<file path="src/rtl/fifo_pkg.sv">
// Shared definitions for the FIFO-drain UART transmitter.
// Provides the FSM state encoding, data width and default bit time.
package fifo_pkg;

  localparam int DATA_W               = 8;
  localparam int DEFAULT_CLKS_PER_BIT = 16;

  typedef enum logic [2:0] {
    IDLE  = 3'd0,
    POP   = 3'd1,
    LOAD  = 3'd2,
    START = 3'd3,
    DATA  = 3'd4,
    STOP  = 3'd5
  } state_e;

endpackage

</file>
<file path="src/rtl/baud_tick.sv">
// Bit-time generator: one-cycle tick every CLKS_PER_BIT cycles.
// clk/reset: clock, async active-low reset; clear: restart bit time; tick: bit-time expired.
module baud_tick #(
  parameter int CLKS_PER_BIT = 16
) (
  input  logic clk,
  input  logic reset,
  input  logic clear,
  output logic tick
);

  localparam int            CW   = $clog2(CLKS_PER_BIT);
  localparam logic [CW-1:0] LAST = CW'(CLKS_PER_BIT - 1);

  logic [CW-1:0] cnt_q, cnt_d;

  // Counts down LAST..0; tick marks the final cycle of a bit.
  assign tick = (cnt_q == '0);

  always_comb begin
    cnt_d = cnt_q - CW'(1);
    if (clear || tick) cnt_d = LAST;
  end

  always_ff @(posedge clk or negedge reset) begin
    if (!reset) cnt_q <= '0;
    else        cnt_q <= cnt_d;
  end

endmodule

</file>
<file path="src/rtl/fifo_uart_tx.sv">
// Drains a byte FIFO and sends each byte as an 8N1 serial frame.
// In: clk, reset(n), enable, empty, full, wr_en_mon, fifo_dout. Out: rd_en, tx, busy, tx_done.
module fifo_uart_tx
  import fifo_pkg::*;
#(
  parameter int CLKS_PER_BIT = DEFAULT_CLKS_PER_BIT
) (
  input  logic              clk,
  input  logic              reset,
  input  logic              enable,
  input  logic              empty,
  input  logic              full,
  input  logic              wr_en_mon,
  input  logic [DATA_W-1:0] fifo_dout,
  output logic              rd_en,
  output logic              tx,
  output logic              busy,
  output logic              tx_done
);

  state_e            state_q, state_d;
  logic [DATA_W-1:0] shift_q, shift_d;
  logic [2:0]        bit_q, bit_d;
  logic              rd_en_q, rd_en_d;
  logic              tx_q, tx_d;
  logic              busy_q, busy_d;
  logic              done_q, done_d;

  logic tick;
  logic clear;
  logic start_ok;
  logic collide;

  assign start_ok = enable && !empty;
  // A write to a non-full FIFO wins over our pop.
  assign collide  = wr_en_mon && !full;
  assign clear    = (state_d != state_q);

  baud_tick #(
    .CLKS_PER_BIT(CLKS_PER_BIT)
  ) u_tick (
    .clk  (clk),
    .reset(reset),
    .clear(clear),
    .tick (tick)
  );

  always_ff @(posedge clk or negedge reset) begin
    if (!reset) begin
      state_q <= IDLE;
      shift_q <= '0;
      bit_q   <= '0;
      rd_en_q <= 1'b0;
      tx_q    <= 1'b1;
      busy_q  <= 1'b0;
      done_q  <= 1'b0;
    end else begin
      state_q <= state_d;
      shift_q <= shift_d;
      bit_q   <= bit_d;
      rd_en_q <= rd_en_d;
      tx_q    <= tx_d;
      busy_q  <= busy_d;
      done_q  <= done_d;
    end
  end

  always_comb begin
    state_d = state_q;
    unique case (state_q)
      IDLE:  if (start_ok) state_d = POP;
      POP:   if (!collide) state_d = LOAD;
      LOAD:  state_d = START;
      START: if (tick) state_d = DATA;
      DATA:  if (tick && bit_q == 3'd7) state_d = STOP;
      // Re-arm straight from the stop edge so frames
      // are separated only by POP and LOAD.
      STOP:  if (tick) state_d = start_ok ? POP : IDLE;
      default: state_d = IDLE;
    endcase
  end

  always_comb begin
    shift_d = shift_q;
    bit_d   = bit_q;
    rd_en_d = 1'b0;
    tx_d    = tx_q;
    busy_d  = busy_q;
    done_d  = 1'b0;
    unique case (state_q)
      IDLE: begin
        if (start_ok) begin
          rd_en_d = 1'b1;
          busy_d  = 1'b1;
        end
      end
      POP: begin
        rd_en_d = collide;
      end
      LOAD: begin
        shift_d = fifo_dout;
        tx_d    = 1'b0;
      end
      START: begin
        if (tick) tx_d = shift_q[0];
      end
      DATA: begin
        if (tick) begin
          bit_d = bit_q + 3'd1;
          if (bit_q == 3'd7) begin
            tx_d = 1'b1;
          end else begin
            shift_d = shift_q >> 1;
            tx_d    = shift_q[1];
          end
        end
      end
      STOP: begin
        if (tick) begin
          done_d = 1'b1;
          if (start_ok) rd_en_d = 1'b1;
          else          busy_d  = 1'b0;
        end
      end
      default: begin
        tx_d   = 1'b1;
        busy_d = 1'b0;
      end
    endcase
  end

  assign rd_en   = rd_en_q;
  assign tx      = tx_q;
  assign busy    = busy_q;
  assign tx_done = done_q;

endmodule

</file>
<file path="config.mk">
export PLATFORM = sky130hd
export DESIGN_NAME = fifo_uart_tx
export DESIGN_NICKNAME = d
export VERILOG_FILES = /design/src/rtl/fifo_pkg.sv /design/src/rtl/baud_tick.sv /design/src/rtl/fifo_uart_tx.sv
export SDC_FILE = /design/constraint.sdc
export NUM_CORES = 1
export LEC_CHECK = 0
export CORE_MARGIN = 5
export CORE_UTILIZATION = 33
export CTS_CLUSTER_DIAMETER = 30
export DETAILED_ROUTE_END_ITERATION = 6
export SETUP_SLACK_MARGIN = 0.2
export SLEW_MARGIN = 10
export SYNTH_ARGS = -nofsm -noshare
export SYNTH_HDL_FRONTEND = slang
export SYNTH_SLANG_ARGS = --single-unit
</file>
<file path="constraint.sdc">
create_clock -name clk -period 1.87 [get_ports clk]
set_input_delay 0.187 -clock clk [delete_from_list [all_inputs] [get_ports clk]]
set_output_delay 0.187 -clock clk [all_outputs]
set_load 0.05 [all_outputs]
</file>
==> impl_metrics.yaml, run 1 <==
outcome:
  status: "finished clean"
routing:
  drt_wl_total_um: 2325
  vias_per_cell: 4.928
  ant_nets: 0
  firstDrtPassIters: 4
  num_vias: 887
  wire_per_inst_um: 12.92
  drc: 0
  drtIter0Drc: 30
worst_setup_path:
  path_delay_family: "buffers and inverters"
  cp_num_buf_inv: 1
  max_stage_delay_ps: 790
  slowest_stage: "clkdlybuf4s50_1"
  cp-end-kind: "output port"
  path_cells: "clkdlybuf4s50_1"
  worstSetupPathType: "register to output port"
  cp_max_fo: 1
  ff2ff_setup_slack_ps: 300
  setup.worst_path.start_class: "register"
  crit_required_ps: 1680
  arrival_ps: 1430
global_routing:
  grt_usage: 0.09328
  overflow: 0
  grt_max_degree: 23
  grt_pass1_wl_um: 3712
  antenna_found_initial: 0
  grt_pass1_vias: 780
cts:
  cts_hold_buffers: 0
  htree_levels: 1
  clockBufferDepth: 2
  tritoncts: "yes"
  cts-buffers-inserted: 3
  clock_latency_ps: 310
  clkSlewWorstSetupHoldPaths_ps: 120
  cts_num_sinks: 22
  clockRootBuffer: "clkbuf_4"
synth:
  syn_avg_cell_area_um2: 10.79
  syn_area_mm2: 0.001187
  ys_warn_count: 0
  ys_types: 36
  synthFlopType: "dfrtp_1"
  ys_seq_area_frac: 0.4647
  synth_commonest_cells: "dfrtp_1 (21), nand2_1 (11), o21ai_0 (9)"
  synth_most_common_cell: "dfrtp_1"
  ys_ff_latch: 22
  yosys.area.top_type_share: 0.4426
  yosysTopAreaCell: "dfrtp_1"
  yosys-top-cells-area: "dfrtp_1 (44%), mux2i_1 (5.9%), o21ai_0 (3.8%), nand2_1 (3.5%), ha_1 (3.2%)"
  ys_async_sr_fraction: 1.000
  synth_nets: 127
  synth_edf_count: 0
  synthCells: 110
power_and_ir_drop:
  power.total_w: 0.0007831
  ir_drop_uv: 351.2
  p_per_area_mw_per_mm2: 516.9
  power.leakage_nw: 0.6827
flow_run:
  max_cap_viol_count: 0
sta:
  setup_viol: 0
  hold_violations: 0
  tightest_slew_ps: 489.0
  maxSlewHeadroom: 0.6730
  rsz0062_at_grt: "no"
  fin_crit_sh: 0.8666
  fin_setup_tns_ps: 0
  fmaxAchievable_ghz: 0.6171
  min_period_ps: 1621
  skew_ps: 4.082
  finalMaxSlewViolations: 0
hold_path:
  min-delay-path-class: "input port to asynchronous set/reset pin"
floorplan:
  coreArea_mm2: 0.003416
  rows: 21
  die_w_um: 69.99
  die-height_um: 69.99
  initial_core_util: 0.3476
  die_area_mm2: 0.004898
  num_io_pins: 18
cells_and_area:
  utilization: 0.4436
  n_antenna_cell: 0
  nNetsFinal: 152
  area_delta_synth_final_pct: 27.61
  drive_gt1_frac: 0.2388
  fillerInstances: 347
placed_design:
  routabilityCongestion: 0.8182
  hpwl_um: 1571
  numPortBuffers: 17
[kinds of logic after synthesis]
kind of cell    after synthesis  synth area share
xor+xnor                      3           0.02213
flops                        22            0.4647
compound gates               25            0.1454
buf+inv                      10           0.05585
fa+ha+maj                     3           0.03162
simple gates                 37            0.1865
mux                          10           0.09379
[path summary, 6_finish.rpt]
kind,start,end,cells after the start
max in group asynchronous,reset,tx,2
worst min register to register,u_tick.cnt_q[0],u_tick.cnt_q[0],1
worst min-delay path,reset,shift_q[1],2
worst max register to register,u_tick.cnt_q[1],shift_q[7],6
min in group clk,u_tick.cnt_q[0],u_tick.cnt_q[0],1
worst max-delay path,tx_done,tx_done,1
[flip-flops by register name, indices dropped and copies added (netlist names)]
register      cells
tx_done           1
state_q           3
bit_q             3
shift_q           8
rd_en             1
tx                1
u_tick.cnt_q      4
busy              1
[where the power goes]
part / switching (W) / internal [W]
Combinational: 0.0000160 / 0.0000273
Clock: 0.000145 / 0.000119
Sequential: 0 / 0.000476
Total: 0.000161 / 0.000622
[metrics by stage]
stage                     cells  hold WS (ps)  cell area, µm²  setup slack [ps]
after CTS                   175         206.1            1426             233.5
after floorplan             110        -108.6            1187             343.9
after detailed placement    169         469.6            1376             179.9
after global routing        180         216.3            1515             203.8
after global placement      169         465.4            1376             243.5
final                       180         207.8            1515             249.5
[placed cells by master (no fill, tap or decap), types with 3 or more instances in the layout]
master            n
dfrtp_1          20
clkdlybuf4s50_1  15
nand2_1          11
o21ai_0           8
buf_4             8
mux2i_1           7
a21oi_1           5
inv_1             4
nand2b_1          4
nand3_1           4
nor2_1            3
xnor2_1           3
o21ai_2           3
clkbuf_4          3
[area by class of cell]
class | instances | area [µm²] | area share
multi-input cells | 79 | 623.1 | 0.4112
flip-flops and latches | 22 | 553.0 | 0.3650
repair buffers | 25 | 230.2 | 0.1519
well taps | 46 | 57.56 | 0.03799
clock buffers | 4 | 36.28 | 0.02395
inverters | 4 | 15.01 | 0.009909
[layer usage]
layer  up-vias  part of all wire  GRT usage
met5         -                 0          0
met4         0            0.0060    0.01489
met3         2             0.053    0.04017
met2        26              0.44     0.1280
met1       421              0.50     0.1370
li1        438                 -          -
[what timing repair did]
action                                  in CTS  in global routing
setup buffers                                2                  4
endpoints found under the setup margin       4                 15
cloned                                       0                  1
gates resized for setup                      1                 11
pin swaps                                    0                  2
No activity file was read; power rests on OpenSTA's default activity.
==> run 2, diff against run 1 <==
--- a/config.mk
+++ b/config.mk
@@ -6,11 +6,11 @@
 export NUM_CORES = 1
 export LEC_CHECK = 0
 export CORE_MARGIN = 5
-export CORE_UTILIZATION = 33
+export CORE_UTILIZATION = 30
 export CTS_CLUSTER_DIAMETER = 30
 export DETAILED_ROUTE_END_ITERATION = 6
 export SETUP_SLACK_MARGIN = 0.2
-export SLEW_MARGIN = 10
+export SLEW_MARGIN = 20
 export SYNTH_ARGS = -nofsm -noshare
 export SYNTH_HDL_FRONTEND = slang
 export SYNTH_SLANG_ARGS = --single-unit
==> impl_metrics.yaml, run 2 (synthesized netlist as in run 1, its figures left out) <==
global_routing:
  grt_usage: 0.09304
  grt_pass1_vias: 857
  overflow: 0
  grt_max_degree: 23
  antenna_found_initial: 0
  grt_pass1_wl_um: 3877
placed_design:
  routabilityCongestion: 0.7473
  hpwl_um: 1638
  dp.cells: 172
  numPortBuffers: 17
  pre_cts_ws_ps: 187.4
worst_setup_path:
  setup.worst_path.start_class: "register"
  cp-end-kind: "register"
  worstSetupPathType: "register to register"
  rr_worst_depth: 5
  crit_required_ps: 2030
  arrival_ps: 1790
  cp_max_fo: 7
cts:
  clkSlewWorstSetupHoldPaths_ps: 80
  cts-buffers-inserted: 3
  htree_levels: 1
  clockBufferDepth: 2
  cts_num_sinks: 22
  clockRootBuffer: "clkbuf_8"
  clock_latency_ps: 260
  tritoncts: "yes"
  cts_hold_buffers: 0
sta:
  hold_violations: 0
  maxSlewHeadroom: 0.6645
  fmaxAchievable_ghz: 0.6135
  finalMaxSlewViolations: 0
  skew_ps: 3.451
  fin_ws_ps: 240.1
  tightest_slew_ps: 502.4
  rsz0062_at_grt: "yes"
  fin_crit_sh: 0.8716
  min_period_ps: 1630
  fin_setup_tns_ps: 0
  setup_viol: 0
power_and_ir_drop:
  p_seq_frac: 0.575
  p_sw_frac: 0.2081
  power.leakage_nw: 0.6762
  p_per_area_mw_per_mm2: 551.2
  comb_power_share: 0.052
  ir_drop_uv: 386.6
  p_int_w: 0.0006548
  switchingPower_w: 0.0001721
  p_clk_frac: 0.373
flow_run:
  max_cap_viol_count: 0
routing:
  drt_wl_total_um: 2406
  num_vias: 884
  firstDrtPassIters: 4
  drc: 0
  vias_per_cell: 4.884
  ant_nets: 0
  wire_per_inst_um: 13.29
  drtIter0Drc: 74
floorplan:
  num_io_pins: 18
  die_area_mm2: 0.005316
  coreArea_mm2: 0.003744
  rows: 22
  initial_core_util: 0.3172
  die-height_um: 72.91
  die_w_um: 72.91
hold_path:
  min-delay-path-class: "input port to asynchronous set/reset pin"
cells_and_area:
  layout_commonest_cell: "dfrtp_1"
  drive_gt1_frac: 0.2105
  top_register: "shift_q"
  top_regs: "shift_q x8, u_tick.cnt_q x4"
  nNetsFinal: 151
  largest_reg_flops: 8
  layout_common_cells: "dfrtp_1 (20), clkdlybuf4s50_1 (15), nand2_1 (11)"
  area_delta_synth_final_pct: 26.34
  n_antenna_cell: 0
  final_cells: 181
outcome:
  status: "finished clean"
==> run 2: metal layers <==
metal  track usage  share of wire  vias to the layer above  routed length (µm)
li1              -              -                      438                   -
met1        0.1244           0.47                      415                1136
met2        0.1383           0.45                       27                1091
met3       0.03857          0.066                        4                 158
met4       0.02459         0.0083                        0                  20
met5             0              0                        -                   0
==> run 2: final timing paths <==
path | from | end | slack, ps
min in group clk | u_tick.cnt_q[0] | u_tick.cnt_q[0] | 480
setup reg to reg | bit_q[0] | shift_q[7] | 240
hold / removal | reset | bit_q[2] | 270
max in group asynchronous | reset | tx | 1330
setup / recovery | bit_q[0] | shift_q[7] | 240
hold reg to reg | u_tick.cnt_q[0] | u_tick.cnt_q[0] | 480
==> run 2: per-stage QoR <==
step                      utilization  power [W]  hold slack, ps  instance area (µm²)
after global routing           0.4007  0.0008684           301.4                 1500
after floorplan                     -  0.0004889          -108.6                 1187
after global placement         0.3703  0.0005283           465.2                 1386
final                          0.4007  0.0008269           269.2                 1500
after detailed placement       0.3703  0.0005285           475.1                 1386
after CTS                      0.3864  0.0008395           278.4                 1446
==> run 2: power by group through the flow <==
stage | Clock [W] | Sequential (W) | Combinational, W
2_1_floorplan | 0 | 0.000485 | 0.00000397
3_3_place_gp | 0 | 0.000485 | 0.0000435
3_5_place_dp | 0 | 0.000485 | 0.0000437
4_1_cts | 0.000320 | 0.000475 | 0.0000441
5_1_grt | 0.000345 | 0.000475 | 0.0000479
6_report | 0.000309 | 0.000475 | 0.0000429
==> run 2: cell type report <==
class | instances | area (µm²)
fillers | 362 | 2243
inverters | 4 | 15.01
clock buffers | 4 | 45.04
well taps | 48 | 60.06
multi-input cells | 79 | 604.3
repair buffers | 24 | 222.7
flip-flops and latches | 22 | 553.0
==> run 2: timing repair <==
action	4_1_cts	5_1_grt
pin swaps	0	1
hold endpoints to repair	0	0
setup endpoints to repair	1	13
setup buffers	2	2
resized for setup	0	7
cloned	0	1
==> run 2: worst max-delay path, stage by stage, from the launching register on <==
cell     delay, ps
dfrtp_1        410
ha_1           210
ha_1           220
nor2_2         230
a32oi_4        210
a32o_1         250
==> run 3, diff against run 2 <==
--- a/config.mk
+++ b/config.mk
@@ -9,6 +9,7 @@
 export CORE_UTILIZATION = 30
 export CTS_CLUSTER_DIAMETER = 30
 export DETAILED_ROUTE_END_ITERATION = 6
+export HOLD_SLACK_MARGIN = 0.03
 export SETUP_SLACK_MARGIN = 0.2
 export SLEW_MARGIN = 20
 export SYNTH_ARGS = -nofsm -noshare
==> results of run 3 <==
Final layout, timing and power as in run 2 (identical DEF).
